### src/rtl/txpippm_pulse_sequencer.sv
// Command stage for the TX phase-interpolator PPM controllers: accepts one stepping
// command and emits a metered train of single-cycle pulses on the selected channels.
module txpippm_pulse_sequencer #(
  parameter int CHANNEL_COUNT = 10,
  parameter int PERIOD_WIDTH  = 16,
  parameter int COUNT_WIDTH   = 16
) (
  input  logic                     gtwiz_userclk_tx_usrclk_in,
  input  logic                     gtwiz_reset_all_in,
  input  logic                     gtwiz_userclk_tx_active_in,
  input  logic                     cmd_valid_in,
  output logic                     cmd_ready_out,
  input  logic [CHANNEL_COUNT-1:0] cmd_mask_in,
  input  logic [PERIOD_WIDTH-1:0]  cmd_period_in,
  input  logic [COUNT_WIDTH-1:0]   cmd_count_in,
  input  logic [4:0]               cmd_stepsize_in,
  input  logic                     abort_in,
  output logic [CHANNEL_COUNT-1:0] sel_out,
  output logic                     pulse_out,
  output logic [4:0]               stepsize_out,
  output logic                     busy_out,
  output logic                     done_out,
  output logic [COUNT_WIDTH-1:0]   pulses_sent_out
);

  typedef enum logic [1:0] {
    S_IDLE = 2'd0,
    S_RUN  = 2'd1,
    S_DONE = 2'd2
  } state_e;

  state_e                   state_q, state_d;
  logic [PERIOD_WIDTH-1:0]  period_q, period_d;
  logic [PERIOD_WIDTH-1:0]  cnt_q, cnt_d;
  logic [COUNT_WIDTH-1:0]   count_q, count_d;
  logic [COUNT_WIDTH-1:0]   sent_q, sent_d;
  logic [CHANNEL_COUNT-1:0] sel_q, sel_d;
  logic [4:0]               step_q, step_d;
  logic                     busy_q, busy_d;
  logic                     done_q, done_d;

  logic                     accept;
  logic                     pulse_due;
  logic [PERIOD_WIDTH-1:0]  peff_m1;
  logic [COUNT_WIDTH-1:0]   sent_inc;

  // Handshake: a command is taken on any edge where cmd_valid_in & cmd_ready_out.
  // cmd_ready_out depends only on state, clock-active and reset, never on cmd_valid_in.
  assign cmd_ready_out = (state_q == S_IDLE) & gtwiz_userclk_tx_active_in & ~gtwiz_reset_all_in;
  assign accept        = cmd_valid_in & cmd_ready_out;

  // Pulse is decoded in the cycle the counter expires so abort can veto it same-cycle.
  assign pulse_due = (state_q == S_RUN) & gtwiz_userclk_tx_active_in & ~abort_in &
                     (cnt_q == '0) & ~gtwiz_reset_all_in;

  // Periods below 2 are clamped so the pulse always returns low between pulses.
  assign peff_m1  = (cmd_period_in < PERIOD_WIDTH'(2)) ? PERIOD_WIDTH'(1)
                                                       : cmd_period_in - PERIOD_WIDTH'(1);
  assign sent_inc = (&sent_q) ? sent_q : sent_q + COUNT_WIDTH'(1);

  always_comb begin
    state_d  = state_q;
    period_d = period_q;
    cnt_d    = cnt_q;
    count_d  = count_q;
    sent_d   = sent_q;
    sel_d    = sel_q;
    step_d   = step_q;
    busy_d   = busy_q;
    done_d   = 1'b0;

    unique case (state_q)
      S_IDLE: begin
        if (accept) begin
          period_d = peff_m1;
          cnt_d    = peff_m1;
          count_d  = cmd_count_in;
          step_d   = cmd_stepsize_in;
          sent_d   = '0;
          if (cmd_mask_in == '0) begin
            state_d = S_DONE;
            done_d  = 1'b1;
            busy_d  = 1'b0;
            sel_d   = '0;
          end else begin
            state_d = S_RUN;
            busy_d  = 1'b1;
            sel_d   = cmd_mask_in;
          end
        end
      end

      S_RUN: begin
        if (abort_in) begin
          state_d = S_DONE;
          done_d  = 1'b1;
          busy_d  = 1'b0;
          sel_d   = '0;
        end else if (gtwiz_userclk_tx_active_in) begin
          if (cnt_q == '0) begin
            cnt_d  = period_q;
            sent_d = sent_inc;
            if ((count_q != '0) && (sent_inc == count_q)) begin
              state_d = S_DONE;
              done_d  = 1'b1;
              busy_d  = 1'b0;
              sel_d   = '0;
            end
          end else begin
            cnt_d = cnt_q - PERIOD_WIDTH'(1);
          end
        end
      end

      S_DONE: begin
        state_d = S_IDLE;
      end

      default: begin
        state_d = S_IDLE;
        busy_d  = 1'b0;
        sel_d   = '0;
      end
    endcase
  end

  always_ff @(posedge gtwiz_userclk_tx_usrclk_in) begin
    if (gtwiz_reset_all_in) begin
      state_q  <= S_IDLE;
      period_q <= '0;
      cnt_q    <= '0;
      count_q  <= '0;
      sent_q   <= '0;
      sel_q    <= '0;
      step_q   <= '0;
      busy_q   <= 1'b0;
      done_q   <= 1'b0;
    end else begin
      state_q  <= state_d;
      period_q <= period_d;
      cnt_q    <= cnt_d;
      count_q  <= count_d;
      sent_q   <= sent_d;
      sel_q    <= sel_d;
      step_q   <= step_d;
      busy_q   <= busy_d;
      done_q   <= done_d;
    end
  end

  assign sel_out         = sel_q;
  assign pulse_out       = pulse_due;
  assign stepsize_out    = step_q;
  assign busy_out        = busy_q;
  assign done_out        = done_q;
  assign pulses_sent_out = sent_q;

endmodule

### config.mk
export PLATFORM = sky130hd
export DESIGN_NAME = txpippm_pulse_sequencer
export DESIGN_NICKNAME = d
export VERILOG_FILES = /design/src/rtl/txpippm_pulse_sequencer.sv
export SDC_FILE = /design/constraint.sdc
export NUM_CORES = 1
export LEC_CHECK = 0
export ABC_CLOCK_PERIOD_IN_PS = 7500
export CAP_MARGIN = 20
export CELL_PAD_IN_SITES_DETAIL_PLACEMENT = 0
export CELL_PAD_IN_SITES_GLOBAL_PLACEMENT = 1
export CORE_UTILIZATION = 25
export DETAILED_ROUTE_END_ITERATION = 16
export PLACE_DENSITY = 0.59
export SLEW_MARGIN = 15
export SYNTH_ARGS = -nofsm -noshare
export SYNTH_HDL_FRONTEND = slang
export SYNTH_SLANG_ARGS = --single-unit
### constraint.sdc
create_clock -name gtwiz_userclk_tx_usrclk_in -period 7.5 [get_ports gtwiz_userclk_tx_usrclk_in]
set_clock_uncertainty 0.1 [all_clocks]
set_input_delay 1.125 -clock gtwiz_userclk_tx_usrclk_in [delete_from_list [all_inputs] [get_ports gtwiz_userclk_tx_usrclk_in]]
set_output_delay 1.125 -clock gtwiz_userclk_tx_usrclk_in [all_outputs]
set_load 0.005 [all_outputs]
==> results.cfg <==
[status]
outcome = complete, no violations

[timing]
setup_violations = 0
hold_viol = 0
finalSetupTns_ns = 0
post-route-period-util_pct = 66.22
final_max_slew_viol_count = 0
relSlewSlack_pct = 32.33
rsz0062_at_grt = no
tightest_slew_ns = 1.013
max_freq_ghz = 0.2013
period_minus_slack_ns = 4.967

[final_layout]
finalInstanceArea_sq_um = 6341
antenna_cells = 0
drive_gt1_share_pct = 6.148
area_growth_pct = 26.01
nFillCells = 2106
fin_nets = 784
fin_util_pct = 32.37

[clock_tree]
cts_max_path_buffers = 2
clockRootBuffer = clkbuf_16
clock_tree.htree_level_count = 3
cts_tree = yes
cts_buffers = 9
cts_sinks = 83
cts.repair.resized = 0
insertion_delay_ns = 0.35
cts.clk_slew.worst_paths_ns = 0.06
post-cts-setup-buffer-count = 0
ctsHoldBuffers = 0

[power]
pwr_density_cell_nw_per_um2 = 181.6
power_uw = 1152
leakagePower_uw = 0.002115
irDropWorstVdd_mv = 0.08527

[worst_setup_path]
arrival_ns = 3.74
critical_path_class = primary input to output pin
cp-start-kind = primary input
critPathMaxFanout = 15
crit_path_end_kind = output pin
rr_worst_depth = 9
cp.required_ns = 6.27

[routing]
drc = 0
first_pass_iters = 5
wirelength_microns = 16170
viasPerCell = 5.161
ant_nets = 0
drt_iter0_drc = 280
wl_per_cell_microns = 16.22
vias = 5146

[floorplanning]
core_area_sq_um = 19590
die_y_microns = 143.9
start_util_pct = 25.69
die_area_sq_um = 20700
fp-row-count = 51
fp.dieW_microns = 143.9
io_pins = 87

[placement]
gpl.final_weighted_congestion = 0.8351
hpwlAfterDp_microns = 11460
port_buffers = 86
place_area_sq_um = 6027

[yosys]
synth.distinct_cells = 63
yosysWarnings = 0
async_reset_ff_share_pct = 0
avgSynthCellArea_sq_um = 7.400
yosys.area.top_type = dfxtp_1
yosysMostFrequentCell = nand2_1
syn-instance-count = 680
synth.top_cell.area_share_pct = 33.02
synth_common_cells = nand2_1 (90), dfxtp_1 (83), nor2_1 (75), a21oi_1 (69), clkbuf_1 (45)
netlist_area_sq_um = 5032
synth_nets = 736
synth-edff-count = 0
ys_ff_latch = 83
ys_seq_area_share_pct = 33.02
synth_ff_type = dfxtp_1
synth.area.top_cells = dfxtp_1 (33%), a21oi_1 (6.9%), nand2_1 (6.7%), nor2_1 (5.6%), xnor2_1 (4.4%)

[global_routing]
gr-total-overflow = 0
antenna_found_initial = 0
grt_max_degree = 74
grt_pass1_wl_microns = 25450
track_usage_pct = 15.93
grt_pass1_vias = 4844

[worst_hold_path]
hp-class = register to register
hold_depth = 2

[job]
drv_cap = 0
-- cells by family (layout without fill, tap and decap cells) --
| family | Yosys count | count (layout) | synth area share (%) |
|---|---|---|---|
| flip-flops | 83 | 83 | 33.02 |
| AND/OR/NAND/NOR | 314 | 314 | 30.95 |
| buffers and inverters | 63 | 115 | 4.997 |
| multiplexers | 4 | 4 | 0.7957 |
| adder cells (fa/ha/maj) | 4 | 4 | 0.9946 |
| AO/OA/AOI/OAI | 173 | 173 | 22.45 |
| XOR/XNOR | 39 | 39 | 6.788 |
-- through the flow --
| step | worst slack, ns | hold slack, ns | instances |
|---|---|---|---|
| global route | 2.199 | 0.3821 | 997 |
| detailed placement | 2.534 | 0.3509 | 980 |
| floorplan | 4.225 | 0.3366 | 680 |
| global placement | 2.647 | 0.3458 | 980 |
| finish | 2.533 | 0.3550 | 997 |
| CTS | 2.533 | 0.3597 | 995 |
-- registers in the layout, indices dropped and copies added (netlist names) --
| signal | cells |
|---|---|
| cnt_q | 16 |
| count_q | 16 |
| period_q | 16 |
| pulses_sent_out | 16 |
| sel_out | 10 |
| stepsize_out | 5 |
| state_q | 2 |
| busy_out | 1 |
| done_out | 1 |
-- critical path, cell delays in order --
cell             delay (ns)
clkdlybuf4s50_1        0.47
nor2_1                 0.79
nand3_1                0.59
nor2_1                 0.23
clkdlybuf4s50_1        0.53
-- cells in the final DEF, fill, tap and decap left out, types with 5 or more instances in the layout --
| cell type | instances |
|---|---|
| nand3_1 | 29 |
| nor4_1 | 13 |
| a21oi_1 | 69 |
| o21ai_2 | 9 |
| inv_1 | 9 |
| nand4_1 | 9 |
| xor2_1 | 14 |
| nand2_1 | 89 |
| or3_1 | 5 |
| clkdlybuf4s50_1 | 85 |
| o21ai_0 | 19 |
| a211oi_1 | 21 |
| nor3_1 | 41 |
| xnor2_1 | 25 |
| o31ai_1 | 6 |
| and3_1 | 12 |
| or4_1 | 6 |
| nor2_1 | 75 |
| and4_1 | 6 |
| clkbuf_16 | 9 |
| a32oi_1 | 11 |
| dfxtp_1 | 83 |
-- power breakdown --
group          internal, uW  switching (uW)
clock network           274             182
registers               459            17.9
logic                  96.8             122
-- routing by layer --
layer,GRT usage (%),wire length (microns),vias to the layer above
met5,0,0,-
met4,6.439,329,0
met3,2.166,607,19
met2,27.54,8018,129
met1,19.78,7217,2428
li1,-,-,2570
-- path summary, 6_finish.rpt --
check / start / end / slack (ns)
worst max-delay path: abort_in / pulse_out / 2.53
worst min-delay path: stepsize_out[4]$_SDFFE_PP0P_ / stepsize_out[4]$_SDFFE_PP0P_ / 0.36
worst max register to register: pulses_sent_out[0]$_SDFFE_PP0P_ / done_out$_SDFF_PP0_ / 3.59
worst min register to register: stepsize_out[4]$_SDFFE_PP0P_ / stepsize_out[4]$_SDFFE_PP0P_ / 0.36
-- cell type report --
cell class                 instances  area (sq um)  share of cell area [%]
timing repair buffer              91         897.1                   14.15
tap                              265         331.6                   5.229
inverter                           9         33.78                  0.5328
clock inverter                     2         35.03                  0.5525
multi-input combinational        534          3122                   49.23
sequential                        83          1662                   26.20
clock buffer                      13         260.3                   4.104
(Power assumes the default switching activity.)
